### config.mk
export PLATFORM = sky130hd
export DESIGN_NAME = fifo_wr_arbiter
export DESIGN_NICKNAME = d
export VERILOG_FILES = /design/src/rtl/fifo_arb_pkg.sv /design/src/rtl/rr_pick.sv /design/src/rtl/fifo_wr_arbiter.sv
export SDC_FILE = /design/constraint.sdc
export NUM_CORES = 1
export LEC_CHECK = 0
export CAP_MARGIN = 10
export CORE_MARGIN = 2
export CORE_UTILIZATION = 31
export DETAILED_ROUTE_END_ITERATION = 7
export GPL_TIMING_DRIVEN = 0
export PLACE_DENSITY = 0.78
export SLEW_MARGIN = 20
export SYNTH_ARGS = -nofsm -noshare
export SYNTH_HDL_FRONTEND = slang
export SYNTH_HIERARCHICAL = 1
export SYNTH_SLANG_ARGS = --single-unit
### constraint.sdc
create_clock -name w_clk -period 2.37 [get_ports w_clk]
set_clock_uncertainty 0.1 [all_clocks]
set_input_delay 0.474 -clock w_clk [delete_from_list [all_inputs] [get_ports w_clk]]
set_output_delay 0.474 -clock w_clk [all_outputs]
set_load 0.02 [all_outputs]
### src/rtl/fifo_arb_pkg.sv
// Shared types and default sizing for the FIFO write arbiter.
package fifo_arb_pkg;

    localparam int DEF_WIDTH     = 16;
    localparam int DEF_NREQ      = 4;
    localparam int DEF_MAX_BURST = 4;

    localparam int OWNER_W = 3;   // enough to index up to 8 requesters
    localparam int BEAT_W  = 4;   // enough to count up to 15 beats
    localparam int COUNT_W = 16;  // total accepted beats, wraps

    typedef enum logic [0:0] {
        ST_IDLE  = 1'b0,
        ST_BURST = 1'b1
    } state_t;

endpackage

### src/rtl/rr_pick.sv
// Round-robin selector: first requester with req high, searching upward
// from (last_owner + 1) mod nreq with wrap-around. Purely combinational.
module rr_pick
    import fifo_arb_pkg::*;
#(
    parameter int nreq = DEF_NREQ
) (
    input  logic [nreq-1:0]    req,
    input  logic [OWNER_W-1:0] last_owner,
    output logic               valid,
    output logic [OWNER_W-1:0] index
);

    logic [7:0]         req_pad;
    logic [OWNER_W-1:0] cand [nreq];
    logic [nreq-1:0]    hit;

    // Widen req to 8 bits so any 3-bit candidate index is in range
    always_comb begin
        req_pad            = '0;
        req_pad[nreq-1:0]  = req;
    end

    // Candidate gi is the (gi+1)-th requester after last_owner, wrapped mod nreq
    generate
        for (genvar gi = 0; gi < nreq; gi++) begin : g_cand
            logic [3:0] sum;
            assign sum      = {1'b0, last_owner} + 4'(gi + 1);
            assign cand[gi] = (sum >= 4'(nreq)) ? 3'(sum - 4'(nreq)) : sum[2:0];
            assign hit[gi]  = req_pad[cand[gi]];
        end
    endgenerate

    // Lowest-offset hit wins; scan from the far end so the nearest overrides
    always_comb begin
        valid = |hit;
        index = cand[0];
        for (int k = nreq - 1; k >= 0; k--) begin
            if (hit[k]) begin
                index = cand[k];
            end
        end
    end

endmodule

### src/rtl/fifo_wr_arbiter.sv
// Burst-oriented round-robin arbiter in front of a FIFO write port.
// An owner is picked in IDLE, then streams up to max_burst beats; a dead
// IDLE cycle always separates bursts so arbitration sees fresh requests.
module fifo_wr_arbiter
    import fifo_arb_pkg::*;
#(
    parameter int width     = DEF_WIDTH,
    parameter int nreq      = DEF_NREQ,
    parameter int max_burst = DEF_MAX_BURST
) (
    input  logic                  w_clk,
    input  logic                  rst,
    input  logic [nreq-1:0]       req,
    input  logic [nreq*width-1:0] req_data,
    output logic [nreq-1:0]       gnt,
    input  logic                  full_flag,
    output logic                  w_en,
    output logic [width-1:0]      w_data,
    output logic [OWNER_W-1:0]    owner,
    output logic                  busy,
    output logic [COUNT_W-1:0]    wr_count
);

    state_t             state_q, state_d;
    logic [OWNER_W-1:0] owner_q, owner_d;
    logic [OWNER_W-1:0] last_owner_q, last_owner_d;
    logic [BEAT_W-1:0]  beat_q, beat_d;
    logic [COUNT_W-1:0] wr_count_q, wr_count_d;

    logic               pick_valid;
    logic [OWNER_W-1:0] pick_index;
    logic [7:0]         req_pad;
    logic [width-1:0]   data_slice [8];
    logic               in_burst;
    logic               owner_req;
    logic [BEAT_W-1:0]  beat_next;

    rr_pick #(
        .nreq (nreq)
    ) u_pick (
        .req        (req),
        .last_owner (last_owner_q),
        .valid      (pick_valid),
        .index      (pick_index)
    );

    // Widen req so the owner index never selects out of range
    always_comb begin
        req_pad           = '0;
        req_pad[nreq-1:0] = req;
    end

    // Unpack requester data into an 8-entry table; unused entries read zero
    generate
        for (genvar gi = 0; gi < 8; gi++) begin : g_slice
            if (gi < nreq) begin : g_used
                assign data_slice[gi] = req_data[gi*width +: width];
            end else begin : g_unused
                assign data_slice[gi] = '0;
            end
        end
    endgenerate

    // rst is folded in so outputs are quiet the instant reset rises
    assign in_burst  = (state_q == ST_BURST) && !rst;
    assign owner_req = req_pad[owner_q];
    assign w_en      = in_burst && owner_req && !full_flag;
    assign w_data    = in_burst ? data_slice[owner_q] : '0;
    assign busy      = (state_q == ST_BURST);
    assign owner     = owner_q;
    assign wr_count  = wr_count_q;
    assign beat_next = beat_q + 4'd1;

    // Grant mirrors w_en on the owner's lane only
    generate
        for (genvar gi = 0; gi < nreq; gi++) begin : g_gnt
            assign gnt[gi] = w_en && (owner_q == 3'(gi));
        end
    endgenerate

    // Next-state: arbitrate in IDLE, count beats and decide burst end in BURST
    always_comb begin
        state_d      = state_q;
        owner_d      = owner_q;
        last_owner_d = last_owner_q;
        beat_d       = beat_q;
        wr_count_d   = wr_count_q;
        case (state_q)
            ST_IDLE: begin
                if (pick_valid) begin
                    owner_d = pick_index;
                    beat_d  = '0;
                    state_d = ST_BURST;
                end
            end
            ST_BURST: begin
                if (w_en) begin
                    beat_d     = beat_next;
                    wr_count_d = wr_count_q + 16'd1;
                    if (beat_next == 4'(max_burst)) begin
                        state_d      = ST_IDLE;
                        last_owner_d = owner_q;
                    end
                end else if (!owner_req) begin
                    // Owner withdrew; full_flag alone just stalls the burst
                    state_d      = ST_IDLE;
                    last_owner_d = owner_q;
                end
            end
            default: state_d = ST_IDLE;
        endcase
    end

    // State registers; reset leaves requester 0 first in line
    always_ff @(posedge w_clk or posedge rst) begin
        if (rst) begin
            state_q      <= ST_IDLE;
            owner_q      <= '0;
            last_owner_q <= 3'(nreq - 1);
            beat_q       <= '0;
            wr_count_q   <= '0;
        end else begin
            state_q      <= state_d;
            owner_q      <= owner_d;
            last_owner_q <= last_owner_d;
            beat_q       <= beat_d;
            wr_count_q   <= wr_count_d;
        end
    end

endmodule

==> results of run 1 <==
[cells in the mapped netlist (3+ instances only)]
cell | n | share of area [%]
xnor2_1 | 12 | 4.9
mux4_2 | 18 | 19
buf_6 | 3 | 1.6
nand2_2 | 3 | 0.88
nand2_1 | 22 | 3.9
o21ai_0 | 3 | 0.71
nand3_1 | 10 | 2.4
clkbuf_1 | 5 | 0.88
and3_1 | 3 | 0.88
nor3_1 | 4 | 0.94
nor2_1 | 9 | 1.6
a21oi_1 | 4 | 0.94
nand4_1 | 5 | 1.5
dfrtp_1 | 25 | 29
nand2b_1 | 3 | 0.88
inv_1 | 5 | 0.88
xor2_1 | 4 | 1.6
nor2b_1 | 19 | 5.6
ha_1 | 4 | 2.4
mux2i_1 | 3 | 1.4
[layout make-up]
cell class,count,area (um2)
sequential,27,681
buffer,8,101
fill,572,3040
clock inverter,1,5.00
clock buffer,3,41.3
timing repair buffer,138,1280
tap,80,100
multi-input combinational,157,1430
inverter,7,33.8
[kinds of logic after synthesis]
| logic type | Yosys count | share of synthesized area [%] |
|---|---|---|
| buffers and inverters | 17 | 4.29 |
| and+or+nand+nor | 93 | 24.9 |
| xor gates and xnor gates | 16 | 6.58 |
| adders and majority gates | 4 | 2.35 |
| DFF | 27 | 31.9 |
| muxes | 24 | 22.4 |
| AOI/OAI and AO/OA | 20 | 7.58 |
[routing by layer]
metal  up-vias  routed length [um]
met3         6                 616
met2        91                3310
met5         -                   0
met4         0                  53
li1       1013                   -
met1      1045                2840
[power by group through the flow]
stage	clock [W]	combinational (W)	sequential [W]
after global routing	0.000292	0.00263	0.000698
after floorplan	0	0.00129	0.000742
after CTS	0.000264	0.00218	0.000694
final	0.000259	0.00248	0.000685
after global placement	0	0.00200	0.000699
after detailed placement	0	0.00202	0.000704
[worst paths after layout]
kind,slack [ns],cells after the start,end
max,-0.01,6,gnt[3]
min,0.39,2,owner[2]
max reg2reg,0.11,9,beat_q[0]
min reg2reg,0.39,1,wr_count[15]
max in group asynchronous,1.39,2,busy
min in group w_clk,0.39,1,wr_count[15]
[registers in the layout (all words and copies together) (netlist names)]
name,cells
beat_q,4
busy,1
last_owner_q,3
owner,3
wr_count,16
[stage by stage]
stage | setup TNS (ns) | instances
global route | -0.731 | 421
finish | -0.0177 | 421
global placement | -15.18 | 392
floorplan | 0 | 201
detailed placement | -15.57 | 392
CTS | -0.154 | 405
[critical path, cell delays in order, from the launching register on]
cell and delay, ns:
dfrtp_1 0.37, buf_6 0.13, mux4_2 0.57, nand2_4 0.13
inv_8 0.04, and3_4 0.17, buf_6 0.12
[what timing repair did]
action,CTS,global route
pin swaps,4,3
setup buffers,11,16
gates resized for setup,122,24
endpoints found under the setup margin,29,21
hold buffers,0,0
==> results.txt, run 1 <==
The flow ran to the end, but the final reports show violations. The checks that failed: negative setup slack. The global-route track usage on met1 came out at 21.1%. In the layout the commonest cells are clkdlybuf4s50_1, buf_4, dfrtp_1.

Among all flip-flop cells after synthesis, the most frequent one is dfrtp_1. The tightest hold margin came out at 0.390 ns. The post-layout net count is 417. The first-pass iteration count of the detailed router came out at 4. The number of H-tree branching levels came out at 1. The area of the die came out at 0.00754 mm2. The worst setup path is launched from a flop.

met2 is the most crowded layer. Setup repair after global routing could not meet its margin everywhere. The combinational share of power is 72.4%. The first-pass GRT wire length came out at 9.85 mm.

The highest ir drop seen on vdd is 0.566 mV. The final period demand of the worst path is 2.38 ns. The worst slew slack as a fraction of its limit is 62.6%. The sequential group share of total power is 20.0%. The routed length per placed instance came out at 16.2 um.

The global-route met2 utilization is 28.1%. The synthesized flop and latch total came out at 27. The CTS root buffer is clkbuf_8. The final global-route overflow total came out at 0. The beginning of the critical path is owner[0]. The fraction of layout cells with a size suffix above 1 came out at 33.1%.

The share of async-settable or async-resettable flops after synthesis is 100%. Summing all placed instances gives a cell area of 0.00334 mm2. The number of global-route vias before repair is 1982. The warning count from the yosys run came out at 6.

The hold violation total from the final report is 0. The mean number of vias per cell is 5.12. The clock passes through at most 2 buffers. The overall routing resource usage is 16.2%. At the placement stage, the worst setup path has a slack of -0.887 ns. The highest fanout seen on the critical path is 6. Summed over all nets, the switching power comes to 0.00136 W. In the routed design, unresolved DRC markers number 0. Dividing the final minimum period by the clock period gives 101%. 112 I/O pins were placed.

The highest achievable clock rate is 419 MHz. The via count came out at 2155. The post-detailed-placement half-perimeter wirelength came out at 5.11 mm.

Yosys mapped a number of flops with a built-in enable equal to 0. The horizontal die dimension came out at 86.9 um. From bottom edge to top edge, the die measures 86.9 um. The number of distinct standard cells referenced by the synthesized netlist is 49. The startpoint-to-endpoint class of the critical path is flop to output pin. The internal power component is 0.00207 W. Once the floorplan was initialized, standard cells occupied 31.7% of the core. The final setup violation count is 2.

The leading cell type in the layout, fill and taps excluded is clkdlybuf4s50_1. The largest net degree at the start of global routing came out at 28. The data arrival at the endpoint of the critical path came out at 1.81 ns. The total core area came out at 0.00672 mm2. TritonCTS built the clock tree. In the global route stage, met3 resource usage came out at 3.51%. Counting every net in the synthesized netlist gives 276.

The data required time at the worst endpoint is 1.80 ns. In the synthesized netlist, the number of instances is 201. The number of clock buffers inserted by TritonCTS came out at 3. The number of antenna violations at the first check in global routing is 0.

In this run the tool buffered the top-level ports with 111 buffer cells. The slew at the pin with the worst max-slew slack came out at 0.559 ns. The sequential element share of the synthesized area is 31.9%. 0 antenna diodes ended up in the layout. Per report_power, the clock group accounts for 7.6% of the total. After clock tree synthesis, the clock-pin slew on the worst setup and hold paths is 0.09 ns. The switching power as a share of total power came out at 39.6%.

The count of nets left with antenna violations once routing finished came out at 0. The overall routed net length is 6.82 mm. The number of DRC markers after the initial detailed-route iteration came out at 66. CTS saw 27 sinks. The power density over cell area came out at 932 mW/mm2. The number of max-cap violations came out at 0. The latest clock arrival within the worst-skew pair came out at 0.27 ns.

The area growth from synthesis to layout is 72.8%. The summed instance area of the synthesized netlist is 0.00213 mm2. The max-slew violation total from the final report came to 0. After routing the design area is 0.00368 mm2. The overall power is 0.00343 W.

The analysis attributes to cell leakage a power of 1.59 nW. The end-of-flow core utilization came out at 54.7%. The mean post-synth cell area came out at 10.6 um2. The final estimated routing congestion in global placement came out at 0.849.

The class of the most critical hold timing path is primary input to async pin. The post-route worst setup slack is -0.0146 ns. The worst setup path is captured at an output pin. The startpoint identified for the worst register-to-register timing path is last_owner_q[0]. The floorplan has 30 rows.
(Power assumes the default switching activity.)
==> run 2: changes to the inputs <==
--- a/config.mk
+++ b/config.mk
@@ -10,7 +10,7 @@
 export CORE_UTILIZATION = 31
 export DETAILED_ROUTE_END_ITERATION = 7
 export GPL_TIMING_DRIVEN = 0
-export PLACE_DENSITY = 0.78
+export PLACE_DENSITY = 0.76
 export SLEW_MARGIN = 20
 export SYNTH_ARGS = -nofsm -noshare
 export SYNTH_HDL_FRONTEND = slang
==> constraint.sdc (replaced) <==
create_clock -name w_clk -period 2.8 [get_ports w_clk]
set_clock_uncertainty 0.1 [all_clocks]
set_input_delay 0.56 -clock w_clk [delete_from_list [all_inputs] [get_ports w_clk]]
set_output_delay 0.56 -clock w_clk [all_outputs]
set_load 0.02 [all_outputs]
==> results.txt, run 2 (synthesis gave the netlist of run 1 again) <==
The multi-input combinational cell area came out at 0.00136 mm2 (-4.9%). The worst path uses 97.8% of the clock period. The number of global-route vias before repair is 2010 (+1.4%).

The overall routed net length is 6.49 mm (-4.9%). The row count came out at 30 (unchanged). The highest fanout seen on the critical path is 10 (+4).

The number of H-tree branching levels is 1 (unchanged). The residual DRC count came out at 0 (unchanged). In the layout the commonest cells are clkdlybuf4s50_1, dfrtp_1, nand2_1. The leakage power is 1.43 nW (-10%). The post-layout instance area came out at 0.00340 mm2 (-7.6%).

The antenna cell count came to 0 (unchanged). The initial standard-cell utilization of the core is 31.7% (unchanged). The area of the die came to 0.00754 mm2 (unchanged).

The routed length per placed instance is 16.3 um (+0.30%). The final estimated routing congestion in global placement came to 0.827 (-2.5%). The number of clock sinks seen by CTS is 27 (unchanged). The post-detailed-placement half-perimeter wirelength came to 5.15 mm (+0.76%).

The first-pass iteration count of the detailed router is 4 (unchanged). The number of antenna-violating nets in the routed design came to 0 (unchanged). The flip-flop and latch area came out at 679 um2 (-0.18%). The latest clock arrival within the worst-skew pair is 0.27 ns (about the same). The number of top-level design ports is 112 (unchanged). The highest ir drop seen on vdd was 0.355 mV (-37%). The register-to-register setup slack was 0.26 ns (+0.15 ns). The port buffer count came out at 111 (unchanged). The via count came out at 2048 (-5.0%). The final period demand of the worst path came out at 2.74 ns.

The flip-flop count of the largest register after layout came to 16 (unchanged). STA classifies the critical path startpoint as a primary input. The total core area is 0.00672 mm2 (unchanged). The post-layout net count came to 395 (-5.3%). The length in cells of the worst reg-to-reg path came out at 9 (unchanged). The final global-route overflow total came to 0 (unchanged). The run finished with clean final reports. The area growth from synthesis to layout is 59.7%. The critical path capture point type is an output pin. The clock transition at the registers of the reported paths was 0.09 ns (about the same). The number of antenna violations at the first check in global routing is 0 (unchanged). The number of clock buffers inserted by TritonCTS came out at 3 (unchanged).

The endpoint of the worst register-to-register path is beat_q[0]. The overall routing resource usage was 16.7% (+0.46 points). The height of the die is 86.9 um (unchanged). The mean number of vias per cell came out at 5.13 (+0.27%). The leading cell type in the layout, fill and taps excluded is clkdlybuf4s50_1. The power density over cell area is 739 mW/mm2 (-21%). The slew at the pin with the worst max-slew slack came out at 0.569 ns (+0.00996 ns). The instance area at placement is 0.00334 mm2 (unchanged). The data arrival at the endpoint of the critical path is 2.08 ns (+0.27 ns). The end-of-flow core utilization is 50.6% (-4.1 points). The max-slew violation total from the final report is 0 (unchanged).

The fraction of layout cells with a size suffix above 1 is 21.9% (-11 points). The worst slew slack as a fraction of its limit came out at 62.0% (-0.67 points). The number of DRC markers after the initial detailed-route iteration came out at 76 (+15%). The number of max-cap violations came out at 0 (unchanged). The worst setup path is of the primary input to output pin kind. The highest achievable clock rate came out at 365 MHz.

The post-route worst setup slack came out at 0.0624 ns (+0.0770 ns). The first-pass GRT wire length is 10.1 mm (+2.1%). The number of fillers in the final layout came out at 616 (+7.7%). The class of the most critical hold timing path is primary input to async pin. The sum of negative setup slack came out at 0 ns (+0.0177 ns). The largest net degree at the start of global routing came out at 28 (unchanged). The root buffer cell chosen for the clock tree is clkbuf_8. The hold violation total from the final report is 0 (unchanged).

The worst register-to-register path begins at last_owner_q[0]. The worst-case setup slack after placement came out at -0.635 ns (+0.252 ns). The horizontal die dimension is 86.9 um (unchanged).

The final setup violation count came out at 0 (-2). The data required time at the worst endpoint is 2.14 ns (+0.34 ns). The TritonCTS clock tree is built. The largest buffer count on any clock path is 2 (unchanged).
-- run 2: cell types whose count changed in the layout (fill, tap and decap cells not counted), sizes merged --
cell | before | now
buf | 53 | 12
clkdlybuf4s15 | 2 | 9
clkbuf | 6 | 12
dlygate4sd2 | 4 | 9
clkdlybuf4s50 | 84 | 85
clkinv | 1 | 0
dlymetal6s2s | 0 | 1
-- run 2: what timing repair did --
action,4_1_cts,5_1_grt
pin swaps,2,2
buffers inserted,3,1
hold buffers,0,0
gates resized for setup,59,12
hold endpoints to repair,0,0
endpoints found under the setup margin,21,21
-- run 2: routing by layer --
layer,part of all wire (%),track usage [%]
met1,41,21.3
met4,1.1,2.84
met3,9.1,3.13
met2,48,29.7
met5,0,0
-- run 2: stage by stage --
| stage | hold slack [ns] | instances | total power (W) |
|---|---|---|---|
| 2_1_floorplan | 0.384 | 201 | 0.00172 |
| 3_3_place_gp | 0.362 | 392 | 0.00230 |
| 3_5_place_dp | 0.377 | 392 | 0.00231 |
| 4_1_cts | 0.394 | 399 | 0.00254 |
| 5_1_grt | 0.408 | 399 | 0.00271 |
| 6_report | 0.368 | 399 | 0.00251 |
-- run 2: how the worst max path moves through the flow --
| stage | start | to | slack, ns | cells after the start |
|---|---|---|---|---|
| 2_1_floorplan | owner[0] | gnt[1] | 0.36 | 5 |
| 3_3_place_gp | req[0] | gnt[3] | -0.63 | 7 |
| 3_5_place_dp | req[0] | gnt[3] | -0.64 | 7 |
| 4_1_cts | rst | w_data[8] | -0.01 | 5 |
| 5_1_grt | full_flag | gnt[2] | -0.02 | 8 |
| 6_report | req[0] | gnt[3] | 0.06 | 7 |
-- run 2: cell type report --
cell class | count | share of cell area, %
buffer | 9 | 2.21
clock buffer | 4 | 1.32
inverter | 7 | 0.847
multi-input combinational | 157 | 40.1
sequential | 27 | 20.0
tap | 80 | 2.94
timing repair buffer | 115 | 32.6
-- run 2: report_power, final --
| part | switching, W | total (W) | internal, W |
|---|---|---|---|
| logic | 0.000813 | 0.00170 | 0.000891 |
| registers | 0.000113 | 0.000592 | 0.000479 |
| clock network | 0.000115 | 0.000217 | 0.000102 |
| total | 0.00104 | 0.00251 | 0.00147 |
-- run 2: critical path, stage by stage --
cell and delay, ns:
dlygate4sd2_1 0.30, mux4_2 0.55, nand2_2 0.13, inv_4 0.06, buf_6 0.14, and3_1 0.19, buf_2 0.16
